### config.mk
export PLATFORM = sky130hd
export DESIGN_NAME = ex_muldiv
export DESIGN_NICKNAME = d
export VERILOG_FILES = /design/src/rtl/ex_muldiv.sv
export SDC_FILE = /design/constraint.sdc
export NUM_CORES = 1
export LEC_CHECK = 0
export CORE_AREA = 2 2 267 190
export CTS_CLUSTER_SIZE = 16
export DETAILED_ROUTE_END_ITERATION = 16
export DIE_AREA = 0 0 269 192
export MAX_ROUTING_LAYER = met4
export PLACE_DENSITY = 0.54
export SYNTH_ARGS = -nofsm -noshare
export SYNTH_HDL_FRONTEND = slang
export SYNTH_SLANG_ARGS = --single-unit
### constraint.sdc
create_clock -name clk_in -period 19.02 [get_ports clk_in]
set_input_delay 1.902 -clock clk_in [delete_from_list [all_inputs] [get_ports clk_in]]
set_output_delay 1.902 -clock clk_in [all_outputs]
set_load 0.05 [all_outputs]
### src/rtl/ex_muldiv.sv
// Iterative RV32M multiply/divide unit beside the EX stage: shift-add multiply, restoring divide.
// Optional build macro MULDIV_EARLY_OUT_EN: divide-by-zero and signed overflow finish straight from IDLE.
module ex_muldiv #(
  parameter int XLEN     = 32,
  parameter int MUL_STEP = 4
) (
  input  logic            clk_in,
  input  logic            rst_n_in,
  input  logic            start_in,
  input  logic [2:0]      op_in,
  input  logic [XLEN-1:0] rs1_val_in,
  input  logic [XLEN-1:0] rs2_val_in,
  input  logic [4:0]      rd_addr_in,
  input  logic            flush_in,
  output logic            busy_out,
  output logic            stallreq_out,
  output logic            done_out,
  output logic            rd_out,
  output logic [4:0]      rd_addr_out,
  output logic [XLEN-1:0] rd_val_out
);
  localparam int N_MUL = XLEN / MUL_STEP;
  localparam int CW    = $clog2(XLEN + 1);

  generate
    if (!(MUL_STEP == 1 || MUL_STEP == 2 || MUL_STEP == 4 || MUL_STEP == 8 || MUL_STEP == XLEN)
        || (XLEN % MUL_STEP) != 0) begin : g_bad_mul_step
      $error("ex_muldiv: MUL_STEP must be 1, 2, 4, 8 or XLEN and divide XLEN");
    end
  endgenerate

  typedef enum logic [1:0] {S_IDLE, S_MUL, S_DIV, S_DONE} state_t;
  state_t state;

  logic [2:0]        op_q;
  logic [4:0]        rd_addr_q;
  logic              neg_q;
  logic [CW-1:0]     cnt;
  logic [2*XLEN-1:0] prod_q;   // MUL: {partial hi, multiplier}; DIV: {remainder, dividend/quotient}
  logic [XLEN-1:0]   opb_q;    // MUL: multiplicand; DIV: divisor

  // Handshake: start_in is the valid; the unit is ready only in IDLE with no flush.
  // stallreq_out holds the producer (and its operands) until the result is presented in DONE.
  assign stallreq_out = (start_in && state == S_IDLE && !flush_in) || state == S_MUL || state == S_DIV;

  logic            a_signed, b_signed, a_neg, b_neg, div_zero, neg_start;
  logic [XLEN-1:0] a_abs, b_abs;

  always_comb begin
    a_signed  = op_in[2] ? !op_in[0] : (op_in[1:0] == 2'b01 || op_in[1:0] == 2'b10);
    b_signed  = op_in[2] ? !op_in[0] : (op_in[1:0] == 2'b01);
    a_neg     = a_signed && rs1_val_in[XLEN-1];
    b_neg     = b_signed && rs2_val_in[XLEN-1];
    a_abs     = a_neg ? -rs1_val_in : rs1_val_in;
    b_abs     = b_neg ? -rs2_val_in : rs2_val_in;
    div_zero  = (rs2_val_in == '0);
    // A zero divisor must leave the all-ones quotient unnegated; the remainder follows the dividend.
    if (!op_in[2])     neg_start = a_neg ^ b_neg;
    else if (op_in[1]) neg_start = a_neg;
    else               neg_start = (a_neg ^ b_neg) && !div_zero;
  end

`ifdef MULDIV_EARLY_OUT_EN
  logic            div_ovf;
  logic [XLEN-1:0] early_val;
  always_comb begin
    div_ovf   = !op_in[0] && rs1_val_in == {1'b1, {(XLEN-1){1'b0}}} && rs2_val_in == '1;
    early_val = '0;
    if (op_in[1]) early_val = div_zero ? rs1_val_in : '0;
    else          early_val = div_zero ? '1 : rs1_val_in;
  end
`endif

  // One multiply step: add multiplicand times the low MUL_STEP multiplier bits, then shift right.
  logic [XLEN+MUL_STEP-1:0] ext_hi, ext_b, ext_d, mul_sum;
  logic [2*XLEN-1:0]        mul_next, mul_full;
  logic [XLEN-1:0]          mul_res;

  always_comb begin
    ext_hi   = {{MUL_STEP{1'b0}}, prod_q[2*XLEN-1:XLEN]};
    ext_b    = {{MUL_STEP{1'b0}}, opb_q};
    ext_d    = {{XLEN{1'b0}}, prod_q[MUL_STEP-1:0]};
    mul_sum  = ext_hi + ext_b * ext_d;
    mul_next = (2*XLEN)'({mul_sum, prod_q[XLEN-1:0]} >> MUL_STEP);
    mul_full = neg_q ? -mul_next : mul_next;
    mul_res  = (op_q[1:0] == 2'b00) ? mul_full[XLEN-1:0] : mul_full[2*XLEN-1:XLEN];
  end

  // One restoring-division step: shift in the next dividend bit and subtract if it fits.
  logic [XLEN:0]     div_sh;
  logic [XLEN-1:0]   div_diff, rem_next, div_sel, div_res;
  logic              div_ge;
  logic [2*XLEN-1:0] div_next;

  always_comb begin
    div_sh   = {prod_q[2*XLEN-1:XLEN], prod_q[XLEN-1]};
    div_ge   = div_sh >= {1'b0, opb_q};
    div_diff = XLEN'(div_sh - {1'b0, opb_q});
    rem_next = div_ge ? div_diff : div_sh[XLEN-1:0];
    div_next = {rem_next, prod_q[XLEN-2:0], div_ge};
    div_sel  = op_q[1] ? div_next[2*XLEN-1:XLEN] : div_next[XLEN-1:0];
    div_res  = neg_q ? -div_sel : div_sel;
  end

  always_ff @(posedge clk_in or negedge rst_n_in) begin
    if (!rst_n_in) begin
      state       <= S_IDLE;
      busy_out    <= 1'b0;
      done_out    <= 1'b0;
      rd_out      <= 1'b0;
      rd_addr_out <= '0;
      rd_val_out  <= '0;
      op_q        <= '0;
      rd_addr_q   <= '0;
      neg_q       <= 1'b0;
      cnt         <= '0;
      prod_q      <= '0;
      opb_q       <= '0;
    end else if (flush_in) begin
      state    <= S_IDLE;
      busy_out <= 1'b0;
      done_out <= 1'b0;
      rd_out   <= 1'b0;
    end else begin
      case (state)
        S_IDLE: begin
          done_out <= 1'b0;
          rd_out   <= 1'b0;
          if (start_in) begin
            op_q      <= op_in;
            rd_addr_q <= rd_addr_in;
            neg_q     <= neg_start;
            cnt       <= '0;
            busy_out  <= 1'b1;
            if (op_in[2]) begin
              prod_q <= {{XLEN{1'b0}}, a_abs};
              opb_q  <= b_abs;
            end else begin
              prod_q <= {{XLEN{1'b0}}, b_abs};
              opb_q  <= a_abs;
            end
`ifdef MULDIV_EARLY_OUT_EN
            if (op_in[2] && (div_zero || div_ovf)) begin
              state       <= S_DONE;
              done_out    <= 1'b1;
              rd_out      <= (rd_addr_in != 5'd0);
              rd_addr_out <= rd_addr_in;
              rd_val_out  <= early_val;
            end else
`endif
            state <= op_in[2] ? S_DIV : S_MUL;
          end
        end
        S_MUL: begin
          prod_q <= mul_next;
          cnt    <= cnt + CW'(1);
          if (cnt == CW'(N_MUL - 1)) begin
            state       <= S_DONE;
            done_out    <= 1'b1;
            rd_out      <= (rd_addr_q != 5'd0);
            rd_addr_out <= rd_addr_q;
            rd_val_out  <= mul_res;
          end
        end
        S_DIV: begin
          prod_q <= div_next;
          cnt    <= cnt + CW'(1);
          if (cnt == CW'(XLEN - 1)) begin
            state       <= S_DONE;
            done_out    <= 1'b1;
            rd_out      <= (rd_addr_q != 5'd0);
            rd_addr_out <= rd_addr_q;
            rd_val_out  <= div_res;
          end
        end
        S_DONE: begin
          state    <= S_IDLE;
          busy_out <= 1'b0;
          done_out <= 1'b0;
          rd_out   <= 1'b0;
        end
        default: state <= S_IDLE;
      endcase
    end
  end
endmodule

# ---- Yosys cells after proc, flatten, opt, wreduce, memory -nomap -nowiden
# Index checks and enable logic that the tools add are counted.
dict set report totals {
  ff_bits 152
  in_bits 76
  out_inout_bits 41
  word_cells 104
}
dict set report classes {
  add_sub_neg 7
  n_mul 1
  order_cmp 1
  eq_ne 13
  muxes 40
  bitwise_logic 2
  n_reduce_logical 28
}
# op n
set op_table {}
lappend op_table {{two-way mux 32 bit} 10}
lappend op_table {{one-hot mux 64 bit (3 select lines)} 1}
lappend op_table {{two-way mux 64 bit} 2}
lappend op_table {{negator 32 bit} 3}
lappend op_table {{negator 64 bit} 1}
lappend op_table {{one-hot mux 32 bit (2 select lines)} 1}
lappend op_table {{adder 32 x 36 -> 36 bit} 1}
lappend op_table {{multiplier 32 x 4 -> 36 bit} 1}
lappend op_table {{>= comparator 33 x 32 -> 1 bit} 1}
lappend op_table {{logical NOT 32 bit} 1}
lappend op_table {{subtractor 32 bit} 1}
lappend op_table {{two-way mux 1 bit} 12}
lappend op_table {{one-hot mux 6 bit (2 select lines)} 1}
lappend op_table {{AND reduction 3 bit} 4}
lappend op_table {{two-way mux 2 bit} 5}
lappend op_table {{two-way mux 5 bit} 2}
lappend op_table {{one-hot mux 5 bit (2 select lines)} 1}
lappend op_table {{one-hot mux 2 bit (4 select lines)} 1}
lappend op_table {{adder 6 x 1 -> 6 bit, second input constant} 1}
lappend op_table {{equality test 2 bit, second input constant} 3}
lappend op_table {{equality test 6 x 3 -> 1 bit, second input constant} 1}
lappend op_table {{equality test 6 x 5 -> 1 bit, second input constant} 1}
lappend op_table {{two-way mux 6 bit} 1}
lappend op_table {{!= test 3 x 2 -> 1 bit, second input constant} 2}
lappend op_table {{other kinds (18)} 34}

# ---- Longest topological paths before layout
# Gate-level depths: netlist of run 1.
dict set report depth {
  word_depth 8
  depth_mapped 24
  depth_no_buf 20
}

# ---- Worst setup path after synthesis of run 1
# Ideal clock, no wire load.
dict set report synth_timing {
  kind {register to register}
  startpoint {register prod_q[1]}
  endpoint {register rd_val_out[28]}
  setup_time_ns 0.068
  t_arrival_ns 6.330
  required_time_ns 18.952
  path_slack_ns 12.622
  stages_incl_launch_ff 23
  path_buffers 3
  period_less_slack_ns 6.398
  path_cell_list {dfrtp_1 > clkbuf_1 > clkbuf_1 > and2_1 > fa_1 > fa_1 > inv_1 > fa_1 > inv_1 > ha_1 > buf_6 > a21o_1 > a31o_4 > or3_1 > a2111o_1 > or4_1 > or4_1 > or4_4 > nor4_4 > nand2_1 > mux2i_1 > a221oi_1 > a32o_1}
}
dict set report synth_between {
  elab_chain_cells 7
  word_cells_on_any_way 11
  cone_classes {add/sub (3); mul (1); mux (7)}
}
# item line
set synth_lines {}
lappend synth_lines {{from (decl)} 39} ;# logic [2*XLEN-1:0] prod_q;
lappend synth_lines {{from (signal assigned)} 136} ;# prod_q <= {{XLEN{1'b0}}, a_abs};
lappend synth_lines {{from (signal assigned)} 139} ;# prod_q <= {{XLEN{1'b0}}, b_abs};
lappend synth_lines {{from (signal assigned)} 155} ;# prod_q <= mul_next;
lappend synth_lines {{multiplier 32 x 4 -> 36 bit} 83} ;# mul_sum = ext_hi + ext_b * ext_d;
lappend synth_lines {{adder 32 x 36 -> 36 bit} 83}
lappend synth_lines {{negator 64 bit} 85} ;# mul_full = neg_q ? -mul_next : mul_next;
lappend synth_lines {{two-way mux 64 bit} 85}
lappend synth_lines {{two-way mux 32 bit} 86} ;# mul_res = (op_q[1:0] == 2'b00) ? mul_full[XLEN-1:0] : mul_full[2*XLEN-1:XLEN];
lappend synth_lines {{two-way mux 32 bit} 157} ;# if (cnt == CW'(N_MUL - 1)) begin
lappend synth_lines {{one-hot mux 32 bit (2 select lines) (*)} 125} ;# case (state)
lappend synth_lines {{to (signal assigned)} 162} ;# rd_val_out <= mul_res;
lappend synth_lines {{to (signal assigned)} 173} ;# rd_val_out <= div_res;
lappend synth_lines {{to (decl)} 20} ;# output logic [XLEN-1:0] rd_val_out
# Every way passes the cells marked *; elsewhere a longest branch is shown, timed or not. The select of a mux whose other input is x is not followed.
# A chain may end at the register's enable or synchronous reset.

# ---- Worst setup path after layout of run 1
dict set report layout_timing {
  startpoint {register prod_q[2]}
  endpoint {register rd_val_out[24]}
}
# The elaborated chain is that of the path after synthesis.

==> results of run 1 <==
area by class of cell:
class                           count  area [um2]  share of cell area, %
Antenna cell                        1        2.50                 0.0115
Clock buffer                       19         443                   2.04
Clock inverter                     13         134                  0.616
Inverter                          219         822                   3.78
Multi-Input combinational cell   2096       14200                   65.1
Sequential cell                   152        3810                   17.5
Tap cell                          665         832                   3.83
Timing Repair Buffer              166        1540                   7.06
synth_stat cells (all sizes together) (11+ instances only):
| cell type | count | area share (%) |
|---|---|---|
| o21a | 12 | 0.46 |
| a22oi | 58 | 2.2 |
| xor2 | 77 | 3.5 |
| xnor2 | 106 | 4.8 |
| nand2b | 16 | 0.51 |
| and2 | 117 | 3.8 |
| buf | 28 | 0.73 |
| inv | 218 | 4.2 |
| a31oi | 27 | 0.87 |
| nand3 | 43 | 1.1 |
| fa | 92 | 9.5 |
| a21o | 24 | 0.93 |
| nor2 | 187 | 3.6 |
| o41ai | 11 | 0.57 |
| or4 | 17 | 0.69 |
| a211oi | 42 | 1.6 |
| or3 | 34 | 1.1 |
| nand4 | 33 | 1.1 |
| or2 | 15 | 0.48 |
| nor4 | 20 | 0.75 |
| o211ai | 24 | 0.95 |
| o31ai | 36 | 1.4 |
| dfrtp | 152 | 20 |
| a21oi | 209 | 5.4 |
| nor3 | 43 | 1.1 |
| ha | 86 | 5.5 |
| mux2i | 19 | 0.98 |
| o21ai | 275 | 7.1 |
| clkbuf | 153 | 3.0 |
| nand2 | 328 | 6.3 |
per-layer routing:
layer  track usage [%]  up-vias  wire length, um
li1                  -     9215                -
met1              53.2    10100            42400
met2              47.9      991            35500
met3              8.14       77             9190
met4              7.71        0             1740
met5                 -        -                0
metrics by stage:
step,instance area (um2),worst slack [ps],util [%]
2_1_floorplan,19500,12620,-
3_3_place_gp,21200,11770,43.2
3_5_place_dp,21200,11750,43.2
4_1_cts,21700,11710,44.4
5_1_grt,21700,11130,44.4
6_report,21700,11530,44.4
worst max-delay path: stages (launching register included):
cell      delay [ps]
dfrtp_1         1170
nand2_1          190
fa_1             550
fa_1             510
fa_1             510
inv_1             40
ha_1             350
xor2_1           830
nand2_1          360
a2111o_1         490
or4_1            550
or4_1            420
or4_4            500
nor4_4           180
nor2_1           130
xor2_1           210
o211ai_1         260
nand3_1          110
registers in the layout, summed over array words and instances, names as in the netlist:
signal and count:
op_q 2, state 2, cnt 6, rd_val_out 32, rd_addr_q 5, rd_addr_out 5
done_out 1, rd_out 1, prod_q 64, neg_q 1, opb_q 32, busy_out 1
cells by family after synthesis:
| family | after synthesis | share of synthesized area [%] |
|---|---|---|
| simple gates | 892 | 22.1 |
| xor+xnor | 183 | 8.23 |
| fa+ha+maj | 178 | 15.0 |
| mux | 22 | 1.15 |
| buf+inv | 400 | 7.91 |
| compound gates | 821 | 26.1 |
| flops | 152 | 19.5 |
how the worst max path moves through the flow:
stage / startpoint / endpoint / slack, ps / cells past startpoint
after floorplan: prod_q[1] / rd_val_out[28] / 12620 / 22
after global placement: prod_q[1] / rd_val_out[28] / 11770 / 19
after detailed placement: prod_q[2] / rd_val_out[28] / 11750 / 19
after CTS: prod_q[2] / rd_val_out[24] / 11710 / 19
after global routing: prod_q[2] / rd_val_out[26] / 11130 / 18
final: prod_q[2] / rd_val_out[24] / 11530 / 17
==> summary.txt, run 1 <==
Finish
  – Number of fill cells: between 5000 and 6000
  – Share of layout cells above drive strength 1: between 4 and 5%
  – Post-route insts no fill: 3331
  – Commonest non-fill, non-tap cell in the layout: nand2_1
  – Nets: about 2900
  – Area Overhead vs Synth: 11.6%
  – Commonest cells after routing, fill and taps aside: 327 x nand2_1, 270 x o21ai_0, 218 x inv_1

Timing
  – # setup viols final: 0
  – Fmax achieved: approximately 130 MHz
  – Hold Vio Cnt, Final: 0
  – Setup TNS Final: 0 ps
  – Tmin final: 7490 ps
  – Least-Margin Pin Slew: 1380 ps
  – RSZ-0062 raised after global routing: false
  – Hold slack final: roughly 480 ps
  – Clk_skew: approximately 14 ps
  – Slew Limit Fails: 0
  – Period utilisation layout: between 30% and 40%
  – Slew margin rel.: under 10%

Yosys
  – Gate Count Post-Synth: 2648
  – Asr flop ratio synth: 100%
  – Synth Flop Type: dfrtp_1
  – Synth unique cells: 83
  – Number of synthesized register bits: between 150 and 200
  – Syn Nets: between 2000 and 3000
  – Sequential element share of the synthesized area: between 10% and 20%
  – Post-synth EDFFs: 0
  – Mapped Area: slightly below 0.02 mm2
  – Mean Syn Cell Area: 7.35 um2
  – YS warnings: 0

GRT
  – Remaining Overflow, GRT: 0
  – Initial antenna violation count: 5
  – Global-route wire length before repair: 130000 um
  – Largest net degree at the start of global routing: between 80 and 90
  – GRT Util Overall: between 30% and 40%
  – Vias in the first global route: about 19000

Die
  – Die area: just over 0.05 mm2
  – IO Pins: ~120
  – Die Height: 192 um
  – Die span in x: 269 um
  – Rows: 68
  – Core Area: 0.0489 mm2
  – Initial Util: around two fifths

Setup path
  – Critical path type: flip-flop to flip-flop
  – Reg2reg setup slack: 11530 ps
  – Worst path required time: between 15000 and 20000 ps
  – Setup crit end kind: flip-flop
  – RR Startpoint: prod_q[2]
  – Worst Reg-to-Reg Cells: 17
  – Critical path arrival: 7830 ps
  – RR Endpoint: rd_val_out[24]
  – CP max FO: 36
  – Startpoint Class: flip-flop

Drt
  – Wire per inst: 26.7 um
  – Pre-Repair DR Iteration Count: 6
  – 1st-iter DRT viols: ~2600
  – Avg Vias per Cell: between 6 and 7
  – Final wirelength: 88900 um
  – Number of remaining DRC errors: 0
  – Post-DRT Antenna Nets: 0
  – Routed vias: between 20000 and 25000

CTS
  – Clock slew at reported path FFs: approximately 70 ps
  – H-tree depth: 4
  – Post-CTS resize count: 0
  – Root buf cell: clkbuf_16
  – Cts hold-fix bufs: 0
  – Setup bufs post-CTS: 0
  – Maximum buffer depth of the clock tree: 2
  – CTS tree: yes
  – Skew-Pair Late Insertion Delay: about 470 ps
  – Num CTS Buffers: 17
  – # clock sinks: 152

Hold path
  – Hold WC Path Type: flip-flop to flip-flop
  – Hold depth: 1
  – Hold path start: rd_val_out[4]
  – Worst Hold End: rd_val_out[4]

Placed design
  – RePlAce Congestion: between 1 and 1.5
  – Detailed placer's ending HPWL: 71200 um
  – Port bufs: between 100 and 150
  – Dpl cells: ~3300

Job
  – Number of max-cap violations: 0

Outcome
  – Outcome: finished, final reports clean
Power of run 1 is left out: the tool's default activity adds up to more than one toggle a clock period on the data nets, which glitch-free logic cannot reach.
==> inputs of run 2 (changes only) <==
--- a/config.mk
+++ b/config.mk
@@ -10,7 +10,7 @@
 export DETAILED_ROUTE_END_ITERATION = 16
 export DIE_AREA = 0 0 269 192
 export MAX_ROUTING_LAYER = met4
-export PLACE_DENSITY = 0.54
+export PLACE_DENSITY = 0.56
 export SYNTH_ARGS = -nofsm -noshare
 export SYNTH_HDL_FRONTEND = slang
 export SYNTH_SLANG_ARGS = --single-unit
==> constraint.sdc (replaced) <==
create_clock -name clk_in -period 6.5 [get_ports clk_in]
set_input_delay 0.65 -clock clk_in [delete_from_list [all_inputs] [get_ports clk_in]]
set_output_delay 0.65 -clock clk_in [all_outputs]
set_load 0.05 [all_outputs]
==> summary.txt, run 2 (synthesis gave the netlist of run 1 again) <==
CTS
  – Maximum buffer depth of the clock tree: 2
  – Clock slew at reported path FFs: roughly 70 ps
  – Num CTS Buffers: 17
  – # clock sinks: 152
  – CTS tree: yes
  – H-tree depth: 4
  – Skew-Pair Late Insertion Delay: around 470 ps
  – Cts hold-fix bufs: 0
  – Root buf cell: clkbuf_16

Drt
  – 1st-iter DRT viols: approximately 2600
  – Post-DRT Antenna Nets: 0
  – Avg Vias per Cell: 6.04
  – Final wirelength: approximately 90000 um
  – Routed vias: 20900
  – Wire per inst: 25.8 um
  – Number of remaining DRC errors: 0
  – Pre-Repair DR Iteration Count: 6

Die
  – Die Height: 192 um
  – IO Pins: 117
  – Die span in x: 269 um
  – Rows: 68
  – Core Area: around 0.049 mm2
  – Die area: 0.0516 mm2
  – Initial Util: 39.8%

Placed design
  – Detailed placer's ending HPWL: 72600 um
  – Port bufs: approximately 120
  – RePlAce Congestion: just over 1

GRT
  – Vias in the first global route: between 15000 and 20000
  – GRT Util Overall: a little over a third
  – Remaining Overflow, GRT: 0
  – Global-route wire length before repair: approximately 130000 um
  – Initial antenna violation count: 1
  – Largest net degree at the start of global routing: 121

Finish
  – Area Overhead vs Synth: 17.7%
  – Number of fill cells: 4926
  – Top reg by flops: prod_q
  – Storage cell area: around 0.0038 mm2
  – Commonest cells after routing, fill and taps aside: 327 x nand2_1, 266 x o21ai_0, 216 x inv_1
  – Share of layout cells above drive strength 1: between 10% and 20%
  – Nets: ~3000
  – Commonest non-fill, non-tap cell in the layout: nand2_1
  – Number of flip-flops in the largest register: 64
  – Largest regs: prod_q (64), opb_q (32), rd_val_out (32)
  – Multi-input combinational cell area: 0.0143 mm2

Timing
  – Clk_skew: approximately 16 ps
  – Tmin final: 6400 ps
  – Hold Vio Cnt, Final: 0
  – Fmax achieved: between 150 and 200 MHz
  – Period utilisation layout: a little over nine tenths
  – Slew Limit Fails: 0
  – Least-Margin Pin Slew: 1420 ps
  – Setup TNS Final: 0 ps
  – # setup viols final: 0
  – Slew margin rel.: roughly 4.4%
  – RSZ-0062 raised after global routing: true

Setup path
  – Critical path type: flip-flop to flip-flop
  – CP max FO: 6
  – Startpoint Class: flip-flop
  – Critical path arrival: 6750 ps
  – Worst path required time: approximately 7000 ps
  – Setup crit end kind: flip-flop

Outcome
  – Outcome: finished, final reports clean

Hold path
  – Hold WC Path Type: input port to async pin

Job
  – Number of max-cap violations: 0
-- run 2: path summary, 6_finish.rpt --
path                               start        endpoint  slack [ps]  cells after the start
max                            prod_q[1]  rd_val_out[28]         100                     19
min                             rst_n_in  rd_val_out[10]          70                      1
max reg2reg                    prod_q[1]  rd_val_out[28]         100                     19
min reg2reg                rd_val_out[0]   rd_val_out[0]         470                      2
max in group asynchronous       rst_n_in       prod_q[1]        5220                      2
min in group clk_in        rd_val_out[0]   rd_val_out[0]         470                      2
-- run 2: repair_timing --
action	in CTS	in global routing
resized for setup	1	47
pin swaps	1	12
setup endpoints to repair	2	16
buffers inserted	0	9
-- run 2: stage by stage --
step                std cells  instance area (um2)  setup slack [ps]  hold slack, ps  util [%]
floorplan                2648                19500               102             354         -
global placement         3418                22100              26.1             457      45.1
detailed placement       3418                22100              16.2             459      45.1
CTS                      3449                22700              11.5            64.9      46.3
global route             3458                22900             -63.2            85.6      46.8
finish                   3459                22900               103            69.1      46.8
-- run 2: per-layer routing --
layer / share of wire, % / vias up / global-route usage (%) / wire length, um
met5: 0 / - / - / 0
met4: 1.9 / 0 / 6.82 / 1730
met3: 11 / 86 / 9.40 / 10200
met2: 39 / 1104 / 47.3 / 35000
met1: 47 / 10200 / 53.2 / 42200
li1: - / 9504 / - / -
-- run 2: critical path: stages, from the launching register on --
cell and delay [ps]:
dfrtp_2 450, and2_4 150, fa_1 510, fa_2 600, inv_2 50, fa_1 530
inv_2 50, ha_4 230, a21o_1 190, a31o_4 210, or3_4 360, a2111o_1 530
or4_4 450, or4_4 430, or4_4 550, nor4_4 300, nand2_1 130, mux2i_1 200
a221oi_2 80, a32o_1 280
-- run 2: cell type report --
class | count | share of cell area (%)
antenna | 1 | 0.0109
clock buffer | 20 | 1.95
clock inverter | 11 | 0.595
inverter | 219 | 3.59
multi-input combinational | 2096 | 62.5
sequential | 152 | 16.6
tap | 665 | 3.63
timing repair buffer | 295 | 11.1
Power of run 2 is left out for the same reason.
